===== src/rtl/lcd_string_writer_if.sv =====
// Message/refresh request side and HD44780 8-bit write-only pin bundle for lcd_string_writer.
// The message bus is named str because "string" is a reserved word in SystemVerilog.
interface lcd_string_writer_if;
    logic [16*8:1] str;
    logic          update;
    logic          busy;
    logic          lcd_rs;
    logic          lcd_rw;
    logic          lcd_e;
    logic [7:0]    lcd_data;

    modport master (
        output str, update,
        input  busy, lcd_rs, lcd_rw, lcd_e, lcd_data
    );

    modport slave (
        input  str, update,
        output busy, lcd_rs, lcd_rw, lcd_e, lcd_data
    );
endinterface


===== src/rtl/lcd_string_writer.sv =====
// Writes a 16-character message to LCD row 0 after running the HD44780 power-on init.
// Optional: define LCD_AUTO_REFRESH_EN to refresh whenever str differs from the last snapshot.
module lcd_string_writer #(
    parameter int unsigned INIT_WAIT  = 750000,
    parameter int unsigned E_PULSE    = 12,
    parameter int unsigned CMD_WAIT   = 2500,
    parameter int unsigned CLEAR_WAIT = 82000
) (
    input  logic               clk,
    input  logic               reset,
    lcd_string_writer_if.slave bus
);
    localparam int unsigned MAX_A = (INIT_WAIT > E_PULSE) ? INIT_WAIT : E_PULSE;
    localparam int unsigned MAX_B = (CMD_WAIT > CLEAR_WAIT) ? CMD_WAIT : CLEAR_WAIT;
    localparam int unsigned MAX_P = (MAX_A > MAX_B) ? MAX_A : MAX_B;
    localparam int unsigned CW    = $clog2(MAX_P) + 1;

    typedef logic [CW-1:0] cnt_t;

    localparam cnt_t INIT_LAST  = cnt_t'(INIT_WAIT - 1);
    localparam cnt_t PULSE_LAST = cnt_t'(E_PULSE - 1);
    localparam cnt_t CMD_LAST   = cnt_t'(CMD_WAIT - 1);
    localparam cnt_t CLEAR_LAST = cnt_t'(CLEAR_WAIT - 1);

    typedef enum logic [2:0] {
        S_INIT_DLY,
        S_INIT_CMD,
        S_IDLE,
        S_ADDR,
        S_CHAR
    } state_t;

    typedef enum logic [1:0] {
        PH_SETUP,
        PH_PULSE,
        PH_HOLD
    } phase_t;

    state_t        state;
    phase_t        phase;
    cnt_t          cnt;
    cnt_t          cnt_inc;
    cnt_t          hold_last;
    logic [3:0]    idx;
    logic          pending;
    logic          req;
    logic [16*8:1] snap;
    logic          busy_q;
    logic          lcd_e_q;
    logic          lcd_rs_q;
    logic [7:0]    lcd_data_q;

    function automatic logic [7:0] init_cmd(input logic [3:0] i);
        case (i)
            4'd0:    return 8'h38;
            4'd1:    return 8'h0C;
            4'd2:    return 8'h06;
            default: return 8'h01;
        endcase
    endfunction

    // Zero bytes become spaces so zero-padded messages show as blanks.
    function automatic logic [7:0] char_at(input logic [16*8:1] s, input logic [3:0] i);
        logic [7:0] c;
        c = '0;
        for (int unsigned k = 0; k < 16; k++) begin
            if (i == 4'(k)) c = s[8*(16-k) -: 8];
        end
        if (c == 8'h00) c = 8'h20;
        return c;
    endfunction

    always_comb begin
        cnt_inc   = (cnt == '1) ? cnt : cnt + 1'b1;
        hold_last = (!lcd_rs_q && lcd_data_q == 8'h01) ? CLEAR_LAST : CMD_LAST;
`ifdef LCD_AUTO_REFRESH_EN
        req = bus.update || (bus.str != snap);
`else
        req = bus.update;
`endif
    end

    always_ff @(posedge clk or negedge reset) begin
        if (!reset) begin
            state      <= S_INIT_DLY;
            phase      <= PH_SETUP;
            cnt        <= '0;
            idx        <= '0;
            pending    <= 1'b0;
            snap       <= '1;
            busy_q     <= 1'b1;
            lcd_e_q    <= 1'b0;
            lcd_rs_q   <= 1'b0;
            lcd_data_q <= '0;
        end else begin
            if (state != S_IDLE && req) pending <= 1'b1;

            case (state)
                S_INIT_DLY: begin
                    if (cnt >= INIT_LAST) begin
                        state      <= S_INIT_CMD;
                        phase      <= PH_SETUP;
                        cnt        <= '0;
                        idx        <= '0;
                        lcd_rs_q   <= 1'b0;
                        lcd_data_q <= init_cmd(4'd0);
                    end else begin
                        cnt <= cnt_inc;
                    end
                end

                S_IDLE: begin
                    if (req || pending) begin
                        pending    <= 1'b0;
                        snap       <= bus.str;
                        state      <= S_ADDR;
                        phase      <= PH_SETUP;
                        cnt        <= '0;
                        busy_q     <= 1'b1;
                        lcd_rs_q   <= 1'b0;
                        lcd_data_q <= 8'h80;
                    end
                end

                // INIT_CMD, ADDR and CHAR share one SETUP/PULSE/HOLD byte engine.
                default: begin
                    case (phase)
                        PH_SETUP: begin
                            phase   <= PH_PULSE;
                            lcd_e_q <= 1'b1;
                            cnt     <= '0;
                        end

                        PH_PULSE: begin
                            if (cnt >= PULSE_LAST) begin
                                phase   <= PH_HOLD;
                                lcd_e_q <= 1'b0;
                                cnt     <= '0;
                            end else begin
                                cnt <= cnt_inc;
                            end
                        end

                        default: begin
                            if (cnt >= hold_last) begin
                                phase <= PH_SETUP;
                                cnt   <= '0;
                                case (state)
                                    S_INIT_CMD: begin
                                        if (idx == 4'd3) begin
                                            state  <= S_IDLE;
                                            busy_q <= 1'b0;
                                        end else begin
                                            idx        <= idx + 4'd1;
                                            lcd_data_q <= init_cmd(idx + 4'd1);
                                        end
                                    end
                                    S_ADDR: begin
                                        state      <= S_CHAR;
                                        idx        <= '0;
                                        lcd_rs_q   <= 1'b1;
                                        lcd_data_q <= char_at(snap, 4'd0);
                                    end
                                    default: begin
                                        if (idx == 4'd15) begin
                                            state  <= S_IDLE;
                                            busy_q <= 1'b0;
                                        end else begin
                                            idx        <= idx + 4'd1;
                                            lcd_data_q <= char_at(snap, idx + 4'd1);
                                        end
                                    end
                                endcase
                            end else begin
                                cnt <= cnt_inc;
                            end
                        end
                    endcase
                end
            endcase
        end
    end

    assign bus.busy     = busy_q;
    assign bus.lcd_e    = lcd_e_q;
    assign bus.lcd_rs   = lcd_rs_q;
    assign bus.lcd_rw   = 1'b0;
    assign bus.lcd_data = lcd_data_q;
endmodule


===== src/flat_wrapper.sv =====
// flat-port wrapper written by rule: the top's interface ports become plain ports
module lcd_string_writer_flat 
#(
    parameter int unsigned INIT_WAIT  = 750000,
    parameter int unsigned E_PULSE    = 12,
    parameter int unsigned CMD_WAIT   = 2500,
    parameter int unsigned CLEAR_WAIT = 82000
)
  (clk, reset, bus_str, bus_update, bus_busy, bus_lcd_rs, bus_lcd_rw, bus_lcd_e, bus_lcd_data);
  lcd_string_writer_if bus_i ();
  input  logic clk;
  input  logic reset;
  input wire logic [$bits(bus_i.str)-1:0] bus_str;
  input wire logic [$bits(bus_i.update)-1:0] bus_update;
  output wire logic [$bits(bus_i.busy)-1:0] bus_busy;
  output wire logic [$bits(bus_i.lcd_rs)-1:0] bus_lcd_rs;
  output wire logic [$bits(bus_i.lcd_rw)-1:0] bus_lcd_rw;
  output wire logic [$bits(bus_i.lcd_e)-1:0] bus_lcd_e;
  output wire logic [$bits(bus_i.lcd_data)-1:0] bus_lcd_data;
  assign bus_i.str = bus_str;
  assign bus_i.update = bus_update;
  assign bus_busy = bus_i.busy;
  assign bus_lcd_rs = bus_i.lcd_rs;
  assign bus_lcd_rw = bus_i.lcd_rw;
  assign bus_lcd_e = bus_i.lcd_e;
  assign bus_lcd_data = bus_i.lcd_data;
  lcd_string_writer #(.INIT_WAIT(INIT_WAIT), .E_PULSE(E_PULSE), .CMD_WAIT(CMD_WAIT), .CLEAR_WAIT(CLEAR_WAIT)) u_core (.clk(clk), .reset(reset), .bus(bus_i));
endmodule

===== config.mk =====
export PLATFORM = sky130hd
export DESIGN_NAME = lcd_string_writer_flat
export DESIGN_NICKNAME = d
export VERILOG_FILES = /design/src/rtl/lcd_string_writer_if.sv /design/src/rtl/lcd_string_writer.sv /design/src/flat_wrapper.sv
export SDC_FILE = /design/constraint.sdc
export NUM_CORES = 1
export LEC_CHECK = 0
export CAP_MARGIN = 10
export CORE_MARGIN = 1
export CORE_UTILIZATION = 57
export CTS_BUF_LIST = sky130_fd_sc_hd__clkbuf_4
export DETAILED_ROUTE_END_ITERATION = 16
export PLACE_DENSITY = 0.86
export REMOVE_ABC_BUFFERS = 1
export SKIP_CTS_REPAIR_TIMING = 1
export SLEW_MARGIN = 15
export SYNTH_ARGS = -nofsm -noshare
export SYNTH_HDL_FRONTEND = slang
export SYNTH_SLANG_ARGS = --single-unit

===== constraint.sdc =====
create_clock -name clk -period 4.23 [get_ports clk]
set_clock_uncertainty 0.15 [all_clocks]
set_input_delay 0.846 -clock clk [delete_from_list [all_inputs] [get_ports clk]]
set_output_delay 0.846 -clock clk [all_outputs]
set_load 0.01 [all_outputs]

== Yosys cells after proc, flatten, opt, wreduce, memory -nomap -nowiden ==
Cells that the tools add are included.

* Register bits after elaboration: 170
* Bits in latches: 0
* RAM bits: 0
* Bits in read-only memories: 0
* Output and inout port bits: 12
* Memories: 0

* Add/subtract/negate cells: 2
* $mul: 0
* Div/mod/pow operators: 0
* Magnitude comparators: 3
* Equal/unequal tests: 38
* Shifts and indexed selects: 0
* Multiplexer cells: 83
* Bitwise logic cells: 3
* Reductions and logical operators: 28

{| class="wikitable"
|+ Operators by type and width
! cell !! number
|-
| two-way mux 8 bit || 33
|-
| two-way mux 21 bit || 5
|-
| one-hot mux 21 bit (2 select lines) || 2
|-
| == test 4 bit (second input constant) || 9
|-
| one-hot mux 8 bit (2 select lines) || 2
|-
| adder 21 x 1 -> 21 bit (second input constant) || 1
|-
| == test 21 bit (second input constant) || 1
|-
| greater-or-equal comparator 21 x 20 -> 1 bit (second input constant) || 1
|-
| greater-or-equal comparator 21 bit || 1
|-
| greater-or-equal comparator 21 x 4 -> 1 bit (second input constant) || 1
|-
| two-way mux 4 bit || 5
|-
| two-way mux 3 bit || 6
|-
| one-hot mux 6 bit (3 select lines) || 1
|-
| AND reduction 6 bit || 3
|-
| two-way mux 17 bit || 1
|-
| == test 4 x 3 -> 1 bit (second input constant) || 4
|-
| zero test 8 bit || 2
|-
| one-hot mux 4 bit (2 select lines) || 2
|-
| two-way mux 1 bit || 14
|-
| == test 4 x 2 -> 1 bit (second input constant) || 3
|-
| != test 2 x 1 -> 1 bit (second input constant) || 6
|-
| one-hot mux 3 bit (2 select lines) || 2
|-
| nonzero test 5 bit || 2
|-
| nonzero test 3 bit || 3
|-
| other kinds (30) || 47
|}

== Depth between registers and ports, before layout ==
Gate-level depths: netlist of run 1.

* Word-level depth: 30
* Mapped depth: 14

== Least setup slack after synthesis of run 1 ==
OpenSTA, ideal clock, no wires.

* Path kind: register to register
* From: register u_core.lcd_data_q[1] (netlist: u_core.bus.lcd_data[1])
* To: register u_core.lcd_data_q[5] (netlist: u_core.bus.lcd_data[5])
* Library setup time: 0.120 ns
* Arrival: 2.895 ns
* Required time: 3.960 ns
* Setup slack: 1.064 ns
* Cell stages (with the launch flop): 14
* Period minus slack after synthesis: 3.166 ns
* Cells stage by stage: dfrtp_1 nor3b_1 nand4_1 inv_1 ha_1 a2111oi_0 o21ai_0 o211ai_1 nand4_1 and4_1 buf_6 and2b_2 and4bb_1 a41o_1

* Word-level cells in the longest chain between the ends: 6

{| class="wikitable"
|+ RTL lines
! item !! line !! RTL
|-
| start, declared || lcd_string_writer.sv:51 || <nowiki>logic [7:0] lcd_data_q;</nowiki>
|-
| start signal, assigned || lcd_string_writer.sv:106 || <nowiki>lcd_data_q <= init_cmd(4'd0);</nowiki>
|-
| start signal, assigned || lcd_string_writer.sv:155 || <nowiki>lcd_data_q <= init_cmd(idx + 4'd1);</nowiki>
|-
| start signal, assigned || lcd_string_writer.sv:162 || <nowiki>lcd_data_q <= char_at(snap, 4'd0);</nowiki>
|-
| == test 8 x 1 -> 1 bit || lcd_string_writer.sv:75 || <nowiki>hold_last = (!lcd_rs_q && lcd_data_q == 8'h01) ? CLEAR_LAST : CMD_LAST;</nowiki>
|-
| logical AND 1 bit || lcd_string_writer.sv:75 ||
|-
| two-way mux 17 bit || lcd_string_writer.sv:75 ||
|-
| greater-or-equal comparator 21 bit || lcd_string_writer.sv:145 || <nowiki>if (cnt >= hold_last) begin</nowiki>
|-
| nonzero test 3 bit (no source line) || - ||
|-
| AND reduction 6 bit (no source line) || - ||
|}

Every way passes these cells.
A chain may end at the register's enable or synchronous reset.

== Worst setup path in the final report of run 1 ==
* From: register u_core.idx[0]
* To: register u_core.lcd_data_q[5] (netlist: u_core.bus.lcd_data[5])

* Word-level cells in the longest chain between the ends: 30
* Elaborated cells on any way between the ends: 52
* Classes of those cells: add/sub: 1; eq/ne: 19; mux: 29; reduce/logical: 3

{| class="wikitable"
|+ RTL lines
! item !! line !! RTL
|-
| start, declared || lcd_string_writer.sv:44 || <nowiki>logic [3:0] idx;</nowiki>
|-
| start signal, assigned || lcd_string_writer.sv:154 || <nowiki>idx <= idx + 4'd1;</nowiki>
|-
| start signal, assigned || lcd_string_writer.sv:169 || <nowiki>idx <= idx + 4'd1;</nowiki>
|-
| adder 4 x 1 -> 4 bit || lcd_string_writer.sv:155, lcd_string_writer.sv:170 ||
|-
| zero test 4 bit || lcd_string_writer.sv:54, lcd_string_writer.sv:67 ||
|-
| two-way mux 8 bit (16 in a row) || lcd_string_writer.sv:67 || <nowiki>if (i == 4'(k)) c = s[8*(16-k) -: 8];</nowiki>
|-
| two-way mux 8 bit || lcd_string_writer.sv:165 || <nowiki>if (idx == 4'd15) begin</nowiki>
|-
| two-way mux 8 bit || lcd_string_writer.sv:148 || <nowiki>case (state)</nowiki>
|-
| two-way mux 8 bit || lcd_string_writer.sv:145 ||
|-
| two-way mux 8 bit || lcd_string_writer.sv:127 || <nowiki>case (phase)</nowiki>
|-
| two-way mux 8 bit || lcd_string_writer.sv:98 || <nowiki>case (state)</nowiki>
|-
| zero test 8 bit || lcd_string_writer.sv:69 || <nowiki>if (c == 8'h00) c = 8'h20;</nowiki>
|-
| two-way mux 8 bit || lcd_string_writer.sv:69 ||
|-
| two-way mux 8 bit || lcd_string_writer.sv:165 ||
|-
| one-hot mux 8 bit (2 select lines) || lcd_string_writer.sv:148 ||
|-
| two-way mux 8 bit || lcd_string_writer.sv:145 ||
|-
| two-way mux 8 bit || lcd_string_writer.sv:127 ||
|-
| one-hot mux 8 bit (2 select lines) || lcd_string_writer.sv:98 ||
|}

Several ways; a longest one is shown, not always the timed one. The select of a mux whose other input is x is not followed.

==> flow_summary_export.csv, run 1 <==
group,metric,value,unit
worst_setup_path,r2r_slack,0.48,ns
power_and_ir_drop,power.total,3.082,mW
timing,finalCritPeriodShare,0.8857,
synth,yosys.area_share.xor_xnor,0.01747,
timing,rsz0062_at_grt,"false",
synth,syn_area,9524,µm²
final_layout,regArea,4415,µm²
timing,tightest_slew,0.8177,ns
synth,yosys.area_share.simple,0.1463,
outcome,status,"finished, final reports clean",
synth,synth_top_family_by_area,"compound AO/OA/AOI/OAI gates",
clock_network,cts_max_path_buffers,2,
power_and_ir_drop,p_clk_frac,0.335,
timing,worst_hold_slack,0.1088,ns
clock_network,cts-root-buf,"clkbuf_4",
die,coreArea,16120,µm²
detailed_routing,drt_iter0_markers,1037,
global_route,grt_pass1_wl,43730,µm
global_route,grt_use_total,0.3255,
synth,yosys_warnings,0,
synth,netlist_instances,896,
final_layout,n_fill_cell,1216,
worst_setup_path,critPathCaptureType,"flip-flop",
clock_network,htreeDepth,4,
power_and_ir_drop,p_comb_frac,0.084,
timing,hold_viol,0,
detailed_routing,wl_per_cell,21.88,µm
timing,relSlewSlack,0.4549,
global_route,overflow,0,
worst_setup_path,rr_endpoint,"u_core.bus.lcd_data[5]",
power_and_ir_drop,max-vdd-ir-drop,286.5,µV
clock_network,clkTransAtPathRegs,0.16,ns
synth,synth_adder_area_share,0.01576,
clock_network,cts_buffers,17,
power_and_ir_drop,power_switching,0.8305,mW
synth,ys_ff_latch,170,
synth,synth_top_area_frac,0.3559,
timing,slew_viol_final,0,
die,die_area,17230,µm²
detailed_routing,totalWireLength,27350,µm
detailed_routing,drcViolationCount,0,
placement,globalplace.congestion,1.046,
die,die_x,131.3,µm
clock_network,cts_tree,"done",
worst_setup_path,crit_fanout,20,
final_layout,drive_gt1_frac,0.3204,
global_route,grt_antenna_before_repair,1,
final_layout,areaGrowthSynthToFinish,19.75,%
worst_setup_path,worstPathRequired,4.62,ns
synth,synthArstFlopShare,1.000,
synth,synth_compound_area_frac,0.1664,
die,io_pins,143,
power_and_ir_drop,p_int,2.252,mW
die,num_rows,46,
synth,muxShareOfSynthArea,0.1498,
flow_run,cap_violations,0,
die,start_util,0.5910,
clock_network,cts_sinks,170,
synth,synth_top_area_cell,"dfstp_2",
worst_setup_path,crit_path_start_kind,"flip-flop",
power_and_ir_drop,power.density,270.3,nW/µm²
detailed_routing,postRouteAntennaNets,0,
timing,clock.fmax,0.2669,GHz
worst_setup_path,criticalPathCategory,"flip-flop to flip-flop",
placement,hpwl,20400,µm
worst_setup_path,worstReg2RegStart,"u_core.idx[0]",
synth,ys.flop_type,"dfstp_2",
timing,tns,0,ns
global_route,grt_max_degree,89,
die,fp.dieH,131.3,µm
synth,synth_edf_count,0,
detailed_routing,vias_per_cell,6.426,
synth,avgSynthCellArea,10.63,µm²
worst_setup_path,rr_worst_depth,10,
synth,ys_types,91,
synth,synth_most_common_cell,"dfstp_2",
placement,port_buffers,141,
final_layout,multi_input_area,4733,µm²
worst_setup_path,cp.arrival,4.13,ns
worst_hold_path,hold_class,"primary input to asynchronous set/reset pin",
detailed_routing,dr.pass1.iters,8,
synth,synth_area_leaders,"dfstp_2 36%, mux2_2 15%, dfrtp_1 11%",
power_and_ir_drop,p_leak,4.484,nW
detailed_routing,dr_total_vias,8033,
synth,synthTopCellsByCount,"129 x dfstp_2, 124 x mux2_2, 73 x nand2_1, 67 x nor2_1, 49 x o21ai_0",
timing,min_period,3.746,ns
synth,synth-seq-area-share,0.4636,
global_route,grt_pass1_vias,8016,
timing,setup-violations-final,0,
final_layout,final_nets,1163,
clock_network,insertion_delay,0.61,ns
power_and_ir_drop,switching_share,0.2694,
power_and_ir_drop,seqPwrFrac,0.581,
-- power groups by stage --
stage	logic, mW	clock network [mW]	registers (mW)
2_1_floorplan	0.0808	0	1.79
3_3_place_gp	0.251	0	1.81
3_5_place_dp	0.259	0	1.81
4_1_cts	0.261	1.05	1.79
5_1_grt	0.280	1.11	1.80
6_report	0.259	1.03	1.79
-- per-stage QoR --
step / cell area (µm²) / cells / util / worst slack, ns
finish: 11400 / 1250 / 0.7077 / 0.4836
global route: 11400 / 1250 / 0.7077 / 0.2258
CTS: 11400 / 1249 / 0.7075 / 0.6022
detailed placement: 11080 / 1217 / 0.6875 / 0.6376
global placement: 11080 / 1217 / 0.6875 / 0.6803
floorplan: 9209 / 841 / - / -3.336
-- cell type report --
cell class / count / share of cell area
multi-input combinational: 653 / 0.4150
sequential: 170 / 0.3872
timing repair buffer: 160 / 0.1397
tap: 216 / 0.02370
clock inverter: 15 / 0.01711
clock buffer: 17 / 0.01119
inverter: 18 / 0.005924
antenna: 1 / 0.0002194
-- kinds of logic after synthesis --
family	after synthesis
flip-flops	170
other	1
AO/OA/AOI/OAI	223
XOR/XNOR	19
adder cells (fa/ha/maj)	12
buffers and inverters	73
AND/OR/NAND/NOR	271
multiplexers	127
-- flip-flops by register name, indices dropped and copies added (netlist names) --
name,count
u_core.cnt,21
u_core.bus.busy,1
u_core.snap,128
u_core.bus.lcd_rs,1
u_core.pending,1
u_core.phase,2
u_core.bus.lcd_data,8
u_core.idx,4
u_core.bus.lcd_e,1
u_core.state,3
-- placed cells by master (no fill, tap or decap), drive strengths merged, types with 9 or more instances in the layout --
cell type / n
a21oi: 40
and3: 9
buf: 20
clkbuf: 17
clkdlybuf4s50: 140
dfrtp: 41
dfstp: 129
ha: 12
inv: 27
mux2: 124
nand2: 74
nand2b: 12
nand3: 29
nand4: 14
nor2: 67
nor3: 13
o211ai: 10
o21ai: 55
o22ai: 11
xor2: 13
-- how the worst max path moves through the flow --
| stage | startpoint | to | depth (start not counted) |
|---|---|---|---|
| floorplan | u_core.state[2] | u_core.snap[100] | 4 |
| global placement | u_core.bus.lcd_data[1] | u_core.bus.lcd_data[5] | 12 |
| detailed placement | u_core.bus.lcd_data[1] | u_core.bus.lcd_data[5] | 12 |
| CTS | u_core.idx[0] | u_core.bus.lcd_data[5] | 10 |
| global route | u_core.idx[0] | u_core.bus.lcd_data[5] | 10 |
| finish | u_core.idx[0] | u_core.bus.lcd_data[5] | 10 |
-- routing by layer --
metal / vias up / share of wire / GRT usage
met3: 102 / 0.077 / 0.06674
li1: 3582 / - / -
met4: 0 / 0.036 / 0.1337
met5: - / 0 / 0
met1: 3885 / 0.41 / 0.4234
met2: 464 / 0.48 / 0.5307
-- critical path, cell delays in order, from the launching register on --
cell      delay [ns]
dfrtp_1         0.56
inv_1           0.19
ha_1            0.69
nand2b_1        0.32
o22ai_1         0.19
o21ai_0         0.19
o311ai_0        0.38
a31oi_1         0.14
a211oi_1        0.41
and4bb_1        0.28
a41o_1          0.18
Power figures use the tool's default switching activity.
==> run 2: changes to the inputs <==
- CTS_CLUSTER_DIAMETER: not set -> 40
- clock period: 4.23 -> 3.9 ns (I/O delays scaled with it)
==> run 2 against run 1 <==
Net effect: critical path depth increased by 2; power rose by 5.8%; combinational power rose by 8.5%; largest power group unchanged.
==> flow_summary_export.csv, run 2 (synthesis results as in run 1) <==
group,metric,value,unit
timing,setup-violations-final,0,
die,coreArea,16120,µm²
worst_setup_path,worstPathRequired,4.25,ns
detailed_routing,drt_iter0_markers,637,
detailed_routing,drcViolationCount,0,
worst_setup_path,criticalPathCategory,"flip-flop to flip-flop",
detailed_routing,dr_wl_met3,1819,µm
final_layout,stdcell_count,1258,
clock_network,cts_tree,"done",
detailed_routing,dr.pass1.iters,6,
detailed_routing,postRouteAntennaNets,0,
power_and_ir_drop,power.total,3.261,mW
final_layout,diodes,0,
worst_hold_path,hold_class,"flip-flop to flip-flop",
worst_setup_path,cp.arrival,3.92,ns
worst_setup_path,crit_fanout,10,
power_and_ir_drop,p_leak,4.514,nW
clock_network,clkTransAtPathRegs,0.14,ns
timing,min_period,3.570,ns
timing,slew_viol_final,0,
timing,hold_viol,0,
die,num_rows,46,
global_route,grt_antenna_before_repair,0,
die,io_pins,143,
timing,finalCritPeriodShare,0.9155,
global_route,grt_use_total,0.3254,
final_layout,areaGrowthSynthToFinish,20.22,%
timing,relSlewSlack,0.5601,
final_layout,drive_gt1_frac,0.3263,
clock_network,insertion_delay,0.60,ns
final_layout,layout_commonest_cell,"clkdlybuf4s50_1",
placement,port_buffers,141,
detailed_routing,top_layer,"met4",
worst_setup_path,critPathCaptureType,"flip-flop",
final_layout,n_fill_cell,1216,
global_route,overflow,0,
die,die_area,17230,µm²
detailed_routing,dr_total_vias,7971,
detailed_routing,vias_per_cell,6.336,
die,start_util,0.5910,
die,fp.dieH,131.3,µm
final_layout,final_nets,1173,
die,die_x,131.3,µm
final_layout,mostFrequentLayoutCells,"140 x clkdlybuf4s50_1, 129 x dfstp_2, 124 x mux2_2, 73 x nand2_1, 66 x nor2_1",
clock_network,cts-root-buf,"clkbuf_4",
timing,tns,0,ns
placement,globalplace.congestion,0.9637,
timing,tightest_slew,0.6598,ns
worst_setup_path,crit_path_start_kind,"flip-flop",
clock_network,cts_buffers,17,
timing,clock.fmax,0.2801,GHz
detailed_routing,wl_met1,11120,µm
final_layout,design_area,11450,µm²
placement,place_ws,0.4063,ns
power_and_ir_drop,max-vdd-ir-drop,273.4,µV
detailed_routing,route.met2.wl,12870,µm
placement,place_inst,1226,
clock_network,cts_sinks,170,
global_route,grt_max_degree,81,
global_route,grt_pass1_vias,7958,
clock_network,htreeDepth,4,
clock_network,cts_max_path_buffers,2,
timing,rsz0062_at_grt,"false",
outcome,status,"finished, final reports clean",
power_and_ir_drop,power.density,284.8,nW/µm²
timing,worst_slack,0.3297,ns
flow_run,cap_violations,0,
final_layout,largest-register,"u_core.snap",
detailed_routing,totalWireLength,26730,µm
placement,hpwl,20530,µm
global_route,grt_pass1_wl,43590,µm
detailed_routing,wl_per_cell,21.25,µm
placement,post_dp_cell_area,11150,µm²
final_layout,largest_reg_flops,128,
## run 2: path summary, 6_finish.rpt
check	start	endpoint	slack [ns]	cells past startpoint
max	u_core.bus.lcd_data[1]	u_core.bus.lcd_data[5]	0.33	12
min	u_core.bus.lcd_e	u_core.bus.lcd_e	0.35	2
max reg2reg	u_core.bus.lcd_data[1]	u_core.bus.lcd_data[5]	0.33	12
min reg2reg	u_core.bus.lcd_e	u_core.bus.lcd_e	0.35	2
max in group asynchronous	reset	u_core.snap[61]	2.15	3
min in group asynchronous	reset	u_core.state[1]	0.53	2
## run 2: final cells by class
type | count | area [µm²] | share of cell area
tap | 216 | 270.3 | 0.02360
timing repair buffer | 170 | 1670 | 0.1459
clock inverter | 13 | 157.7 | 0.01377
multi-input combinational | 653 | 4733 | 0.4134
sequential | 170 | 4415 | 0.3856
inverter | 18 | 67.56 | 0.005901
clock buffer | 18 | 135.1 | 0.01180
## run 2: critical path, stage by stage (launching register included)
cell       delay (ns)
dfrtp_1          0.43
nor3b_1          0.20
nand4_1          0.27
inv_1            0.19
ha_1             0.27
a2111oi_0        0.35
o21ai_0          0.16
o211ai_1         0.19
nand4_1          0.22
and4_1           0.39
and2b_2          0.24
and4bb_1         0.19
a41o_1           0.22
## run 2: routing by layer
layer,global-route usage,vias to the layer above
li1,-,3593
met1,0.4272,3949
met2,0.5278,358
met3,0.06481,71
met4,0.1324,0
met5,0,-
## run 2: report_power, final
| part | switching [mW] | internal [mW] |
|---|---|---|
| Sequential | 0.0507 | 1.89 |
| Clock | 0.688 | 0.352 |
| Combinational | 0.0984 | 0.183 |
## run 2: per-stage QoR
stage,utilization,hold WS [ns]
after floorplan,-,0.3165
after global placement,0.6917,0.3155
after detailed placement,0.6917,0.3205
after CTS,0.7099,-0.04896
after global routing,0.7105,0.3928
final,0.7105,0.3473
==> run 3: changes to the inputs <==
- TNS_END_PERCENT: not set -> 5
==> results of run 3 <==
Same layout as run 2: the final DEF is identical, and so are final timing and power.
